==> src/rtl/spi_pkg.sv <==
// Shared types and helpers for the SPI bit counter.
// The optional completed-frame counter is enabled with SPI_BITCNT_FRAME_CNT_EN.
package spi_pkg;

    typedef enum logic [1:0] {
        IDLE  = 2'd0,
        COUNT = 2'd1,
        DONE  = 2'd2
    } bitcnt_state_t;

    // A frame length of 0, or one longer than the datapath supports, means
    // "use the full datapath width".
    function automatic int clamp_len(input int len, input int max_bits);
        return ((len == 0) || (len > max_bits)) ? max_bits : len;
    endfunction

endpackage

==> src/rtl/spi_frame_counter.sv <==
// Wrapping counter of completed SPI frames. Only instantiated by
// spi_bit_counter when SPI_BITCNT_FRAME_CNT_EN is defined.
module spi_frame_counter #(
    parameter int W = 8
) (
    input  logic         clk,
    input  logic         rst,
    input  logic         inc,
    output logic [W-1:0] count
);

    // Count one per increment request and wrap naturally at 2^W.
    always_ff @(posedge clk) begin
        if (rst) begin
            count <= '0;
        end else if (inc) begin
            count <= count + W'(1);
        end
    end

endmodule

==> src/rtl/spi_bit_counter.sv <==
// SPI frame bit counter: counts shifted bits against a per-frame length,
// reports busy / last_bit, pulses done for one cycle at frame end, and
// supports abort and back-to-back frames (start during DONE).
// Define SPI_BITCNT_FRAME_CNT_EN to add the frame_count output.
module spi_bit_counter
    import spi_pkg::*;
#(
    parameter int MAX_BITS    = 32,
    parameter int CW          = $clog2(MAX_BITS + 1),
    parameter int FRAME_CNT_W = 8
) (
    input  logic                   BaudRate,
    input  logic                   rst,
    input  logic                   counter_enable_master,
    input  logic                   counter_enable_slave,
    input  logic                   start,
    input  logic [CW-1:0]          frame_len,
    input  logic                   abort,
    output logic [CW-1:0]          counter,
    output logic                   busy,
    output logic                   last_bit,
    output logic                   done
`ifdef SPI_BITCNT_FRAME_CNT_EN
    ,
    output logic [FRAME_CNT_W-1:0] frame_count
`endif
);

    // Reject configurations the counter cannot represent.
    if (MAX_BITS < 2 || FRAME_CNT_W < 1) begin : g_bad_cfg
        $error("spi_bit_counter: MAX_BITS must be >= 2 and FRAME_CNT_W >= 1");
    end

    bitcnt_state_t state, state_nxt;
    logic [CW-1:0] len, len_nxt;
    logic [CW-1:0] counter_nxt;
    logic [CW-1:0] len_clamped;
    logic [CW-1:0] len_m1;
    logic          adv;

    // Both paths may request the same bit; treat it as a single advance.
    assign adv         = counter_enable_master | counter_enable_slave;
    assign len_clamped = CW'(clamp_len(32'(frame_len), MAX_BITS));
    assign len_m1      = len - CW'(1);

    // State, frame length and bit count registers.
    // NOTE: sequential state uses non-blocking assignments so every register
    // samples the pre-edge values regardless of statement order.
    always_ff @(posedge BaudRate) begin
        if (rst) begin
            state   <= IDLE;
            len     <= CW'(MAX_BITS);
            counter <= '0;
        end else begin
            state   <= state_nxt;
            len     <= len_nxt;
            counter <= counter_nxt;
        end
    end

    // Next-state, length latch and counter update.
    // NOTE: every variable gets a default before the case so no path leaves
    // it unassigned, which would otherwise infer a latch.
    always_comb begin
        state_nxt   = state;
        len_nxt     = len;
        counter_nxt = counter;
        unique case (state)
            IDLE: begin
                counter_nxt = '0;
                if (start) begin
                    state_nxt = COUNT;
                    len_nxt   = len_clamped;
                end
            end
            COUNT: begin
                if (abort) begin
                    state_nxt   = IDLE;
                    counter_nxt = '0;
                end else if (adv) begin
                    counter_nxt = counter + CW'(1);
                    if (counter == len_m1) begin
                        state_nxt = DONE;
                    end
                end
            end
            DONE: begin
                counter_nxt = '0;
                if (abort) begin
                    state_nxt = IDLE;
                end else if (start) begin
                    state_nxt = COUNT;
                    len_nxt   = len_clamped;
                end else begin
                    state_nxt = IDLE;
                end
            end
            default: begin
                state_nxt   = IDLE;
                counter_nxt = '0;
            end
        endcase
    end

    // Status decodes from registered state, so last_bit is valid while the
    // final advance is being presented.
    always_comb begin
        busy     = (state == COUNT);
        done     = (state == DONE);
        last_bit = (state == COUNT) && (counter == len_m1);
    end

`ifdef SPI_BITCNT_FRAME_CNT_EN
    spi_frame_counter #(
        .W(FRAME_CNT_W)
    ) u_frame_counter (
        .clk  (BaudRate),
        .rst  (rst),
        .inc  (done),
        .count(frame_count)
    );
`endif

endmodule

==> config.mk <==
export PLATFORM = sky130hd
export DESIGN_NAME = spi_bit_counter
export DESIGN_NICKNAME = d
export VERILOG_FILES = /design/src/rtl/spi_pkg.sv /design/src/rtl/spi_frame_counter.sv /design/src/rtl/spi_bit_counter.sv
export SDC_FILE = /design/constraint.sdc
export NUM_CORES = 1
export LEC_CHECK = 0
export ABC_AREA = 0
export BUFFER_PORTS_ARGS = -buffer_cell sky130_fd_sc_hd__buf_2
export CAP_MARGIN = 0
export CELL_PAD_IN_SITES_DETAIL_PLACEMENT = 1
export CELL_PAD_IN_SITES_GLOBAL_PLACEMENT = 1
export CORE_MARGIN = 1
export CORE_UTILIZATION = 36
export CTS_CLUSTER_DIAMETER = 150
export CTS_CLUSTER_SIZE = 20
export DETAILED_ROUTE_END_ITERATION = 16
export HOLD_SLACK_MARGIN = 0.1
export PLACE_DENSITY_LB_ADDON = 0.1
export SETUP_SLACK_MARGIN = 0.4
export SLEW_MARGIN = 10
export SYNTH_ARGS = -nofsm -noshare
export SYNTH_HDL_FRONTEND = slang
export SYNTH_SLANG_ARGS = --single-unit
==> constraint.sdc <==
create_clock -name BaudRate -period 2.1 [get_ports BaudRate]
set_input_delay 0.42 -clock BaudRate [delete_from_list [all_inputs] [get_ports BaudRate]]
set_output_delay 0.42 -clock BaudRate [all_outputs]
set_load 0.05 [all_outputs]
## Word level (Yosys, flattened, before mapping)

Index checks and enable logic that the tools add are counted.
Widths: inputs -> output; s select.

- Add/sub/neg operators: 2
- Reduce and logical (&&, ||, !) cells: 8
- Bitwise gates (word level): 2
- Order comparisons: 1
- Muxes and demuxes: 11
- Eq/ne operators: 7

Operators with widths:

| kind | count |
|---|---|
| $mux 6 | 3 |
| $pmux 6 s2 | 1 |
| $mux 2 | 4 |
| $add 6x1->6 const B | 1 |
| $eq 6x6->1 | 1 |
| $gt 6x6->1 const B | 1 |
| $logic_not 6->1 | 1 |
| $ne 3x2->1 const B | 2 |
| $pmux 2 s3 | 1 |
| $sub 6x1->6 const B | 1 |
| $ne 2x2->1 const B | 2 |
| $reduce_and 3->1 | 1 |
| $reduce_or 3->1 | 1 |
| $eq 2x1->1 const B | 1 |
| $eq 2x2->1 const B | 1 |
| $logic_not 2->1 | 1 |
| $mux 1 | 2 |
| $reduce_and 2->1 | 1 |
| $reduce_bool 2->1 | 1 |
| $logic_and 1x1->1 | 1 |
| $logic_or 1x1->1 | 1 |
| $not 1->1 | 1 |
| $or 1x1->1 | 1 |

- Output and inout bits: 9
- Input bits: 12
- Logic and storage cells: 34
- Register bits after elaboration: 14

## Depth between registers and ports, before layout

- Word-level depth: 6
- Gate-level depth with buffers: 7
- Gate-level depth less buffers: 7

## Worst setup path before layout

OpenSTA, ideal clock, no wires.

- Path kind: register to output
- From: reg counter[2]
- To: out last_bit
- Data arrival time: 2796 ps
- Data required time: 1680 ps
- Path buffers: 1
- Setup slack: -1116 ps
- Stages on the path, launching flop included: 6
- Cells stage by stage: dfxtp_1 buf_6 nand3_1 a221oi_2 a41oi_1 nor4_1

- Word-level cells in the longest chain between the ends: 2

Ends and longest elaborated chain:

| item | RTL line | source |
|---|---|---|
| start, declared | spi_bit_counter.sv:19 | `output logic [CW-1:0] counter,` |
| start signal, assigned | spi_bit_counter.sv:57 | `counter <= counter_nxt;` |
| $eq 6x6->1 | spi_bit_counter.sv:110 | `last_bit = (state == COUNT) && (counter == len_m1);` |
| $logic_and 1x1->1 | spi_bit_counter.sv:110 |  |
| end, declared | spi_bit_counter.sv:21 | `output logic last_bit,` |

No other way between the ends.

## Worst setup path after layout

- From: reg len[0]
- To: out last_bit

- Word-level cells in the longest chain between the ends: 3

Ends and longest elaborated chain:

| item | RTL line | source |
|---|---|---|
| start, declared | spi_bit_counter.sv:35 | `logic [CW-1:0] len, len_nxt;` |
| start signal, assigned | spi_bit_counter.sv:52 | `len <= CW'(MAX_BITS);` |
| start signal, assigned | spi_bit_counter.sv:56 | `len <= len_nxt;` |
| $sub 6x1->6 | spi_bit_counter.sv:44 | `assign len_m1 = len - CW'(1);` |
| $eq 6x6->1 | spi_bit_counter.sv:110 |  |
| $logic_and 1x1->1 | spi_bit_counter.sv:110 |  |

No other way between the ends.

==> out/qor.txt <==
Top_reg_cell synth -> dfxtp_1
Worst setup EP type -> primary output
Syn_nets -> 103
Synth area leader -> dfxtp_1
Int Pwr -> 0.421 mW
Dpl hpwl -> 1420 um
Placed insts -> 132
FF+latch count, synth -> 14
Postcts setup bufs -> 0
Max_cap viols -> 0
Placed inst area -> 923 um^2
DRT antenna net count -> 0
H-tree depth -> 1
Vias in the first global route -> 619
DRT iter0 DRCs -> 3
DR WL/cell -> 13.5 um
Ratio of cells with drive above 1 in the final layout -> 37.6%
Number of port buffers -> 20
Hold Path End -> len[0]
Detailed-router iteration count before antenna repair -> 2
HP Start -> rst
Slew Viols, Final -> 0
Most frequent cell after synthesis -> nor2_1
CTS tree -> built
Area of the multi-input gates -> 489 um^2
CTS clk-pin slew, worst paths -> 0.09 ns
Chip Width -> 47.9 um
Final hold slack -> 0.398 ns
DRT Wirelength -> 1840 um
Synth Cell Area -> 757 um^2
Critical Path Fanout Max -> 5
Peak Freq -> 0.452 GHz
Antenna violations before repair -> 0
Global-route wire length before repair -> 2850 um
Power Dens Cells -> 596 mW/mm^2
DR vias/cell -> 4.82
Cell Rows -> 16
Synth unique cells -> 28
Flop pwr share -> 48.3%
Skew-Pair Late Insertion Delay -> 0.28 ns
Sequential Area -> 298 um^2
Top cells by area, synth -> dfxtp_1 37%, nor2_1 7.4%, xnor2_1 6.9%
Worst endpoint required time -> 1.68 ns
Clock period minus worst slack -> 2.21 ns
Peak supply drop -> 319 uV
YS warnings -> 0
Syn_area_per_cell -> 8.51 um^2
Reg2Reg Setup Slack -> 0.51 ns
Clock Skew -> 0.00536 ns
Placeable Area -> 0.00196 mm^2
Post-synthesis cell count -> 89
TritonCTS buffer count -> 3
Failing checks -> setup timing
Cell area after layout -> 971 um^2
RR Startpoint -> len[0]
Top cell type's share of synthesized area -> 37.0%
Ant diodes -> 0
Final setup fails -> 1
Synth top cells by count -> 15 x nor2_1, 14 x dfxtp_1, 7 x a21oi_1, 7 x nand2_1, 6 x xnor2_1
Worst-Margin Slew -> 0.504 ns
Hold/Removal Path Class -> in2reg
Fill cells -> 256
Clock tree buffer depth -> 2
Post-route DRC violation count -> 0
I/O pin count -> 21
Startpoint types -> register
Worst R2R End -> state[1]
Seq/Total Area, Yosys -> 37.0%
Run status -> finished, violations left
Slew margin rel. -> 66.3%
Final Hold Viols -> 0
Crit path DAT -> 1.79 ns
Asr flop ratio synth -> 0%
Logic pwr share -> 18.1%
Total grt overflow -> 0
Worst Setup Path Type -> reg2out
All-Layer GR Usage -> 18.8%
DIE AREA -> 0.00229 mm^2
Largest net degree at the start of global routing -> 14
Clk sinks -> 14
Lkg Pwr -> 0.381 nW
Worst Hold Depth -> 2
GP Congestion -> 0.790
Die Ht -> 47.9 um
Initial Utilization -> 38.6%
Final Cycle Share -> 105%
TNS Setup -> -0.113 ns
Via count -> 655
Root Buffer -> clkbuf_4
Nets@finish -> 124
Reg2reg path depth -> 7
Layout Cells excl Fill -> 136
Number of flops mapped to enable cells by yosys -> 0
Area Overhead vs Synth -> 28.3%
Clk pwr share -> 33.6%
Worst setup margin -> -0.113 ns
RSZ-0062 raised after global routing -> yes
Switch Pwr -> 0.157 mW
Sw Ratio -> 27.1%
-- logic make-up (layout without fill, tap and decap cells) --
logic type	Yosys count	count (layout)	synth area share, %
buf+inv	6	26	3.97
mux	1	1	1.32
fa+ha+maj	2	2	3.31
flops	14	14	37.0
xor+xnor	12	12	14.9
simple gates	41	41	27.8
compound gates	13	13	11.7
-- cells in the final DEF, fill, tap and decap left out, types with 2 or more instances in the layout --
cell and n:
a21oi_1 7, buf_2 19, clkbuf_4 3, dfxtp_1 6, dfxtp_2 5, dfxtp_4 3, inv_2 2, nand2_1 7
nand4_1 2, nor2_1 15, nor2b_1 2, nor3_1 3, nor3b_1 5, xnor2_1 6, xor2_1 5
-- flip-flops by register name (all words and copies together), names as in the netlist --
register / cells
state: 2
len: 6
counter: 6
-- what timing repair did --
action,CTS,global route
pin swaps,1,0
endpoints found under the hold margin,0,0
gates resized for setup,3,1
hold buffers,0,0
endpoints found under the setup margin,3,1
-- critical path: stages (launching register included) --
cell	delay, ns
dfxtp_4	0.38
inv_2	0.04
ha_4	0.17
o21ba_1	0.17
a221oi_2	0.27
a41oi_2	0.10
nor4_4	0.18
buf_6	0.19
-- layout make-up --
class / instances / area share [%]
sequential: 14 / 30.7
multi-input combinational: 69 / 50.4
timing repair buffer: 20 / 11.0
inverter: 2 / 0.773
clock buffer: 4 / 3.74
tap: 27 / 3.48
-- worst max-delay path by stage --
stage                 from        to  slack [ns]  cells past startpoint
floorplan           len[0]  last_bit        0.06                      6
global placement    len[0]  last_bit        0.11                      7
detailed placement  len[0]  last_bit        0.08                      7
CTS                 len[1]  last_bit       -0.15                      7
global route        len[0]  last_bit       -0.21                      7
finish              len[0]  last_bit       -0.11                      7
-- stage by stage --
step / total power [mW] / setup WS (ns) / util (%)
floorplan: 0.366 / 0.0581 / -
finish: 0.578 / -0.113 / 49.5
global placement: 0.389 / 0.112 / 47.1
CTS: 0.588 / -0.149 / 49.4
global route: 0.612 / -0.209 / 49.5
detailed placement: 0.392 / 0.0825 / 47.1
-- metal layers --
layer	track usage [%]	part of all wire [%]	vias to the layer above
li1	-	-	344
met1	25.4	49	295
met2	27.6	47	11
met3	4.53	2.0	5
met5	0	0	-
met4	10.0	2.0	0
-- power by group through the flow --
| stage | registers (mW) | clock network, mW | logic, mW |
|---|---|---|---|
| after floorplan | 0.287 | 0 | 0.0786 |
| after global placement | 0.287 | 0 | 0.102 |
| after detailed placement | 0.287 | 0 | 0.105 |
| after CTS | 0.280 | 0.202 | 0.105 |
| after global routing | 0.281 | 0.218 | 0.113 |
| final | 0.279 | 0.194 | 0.104 |
Power figures use the tool's default switching activity.
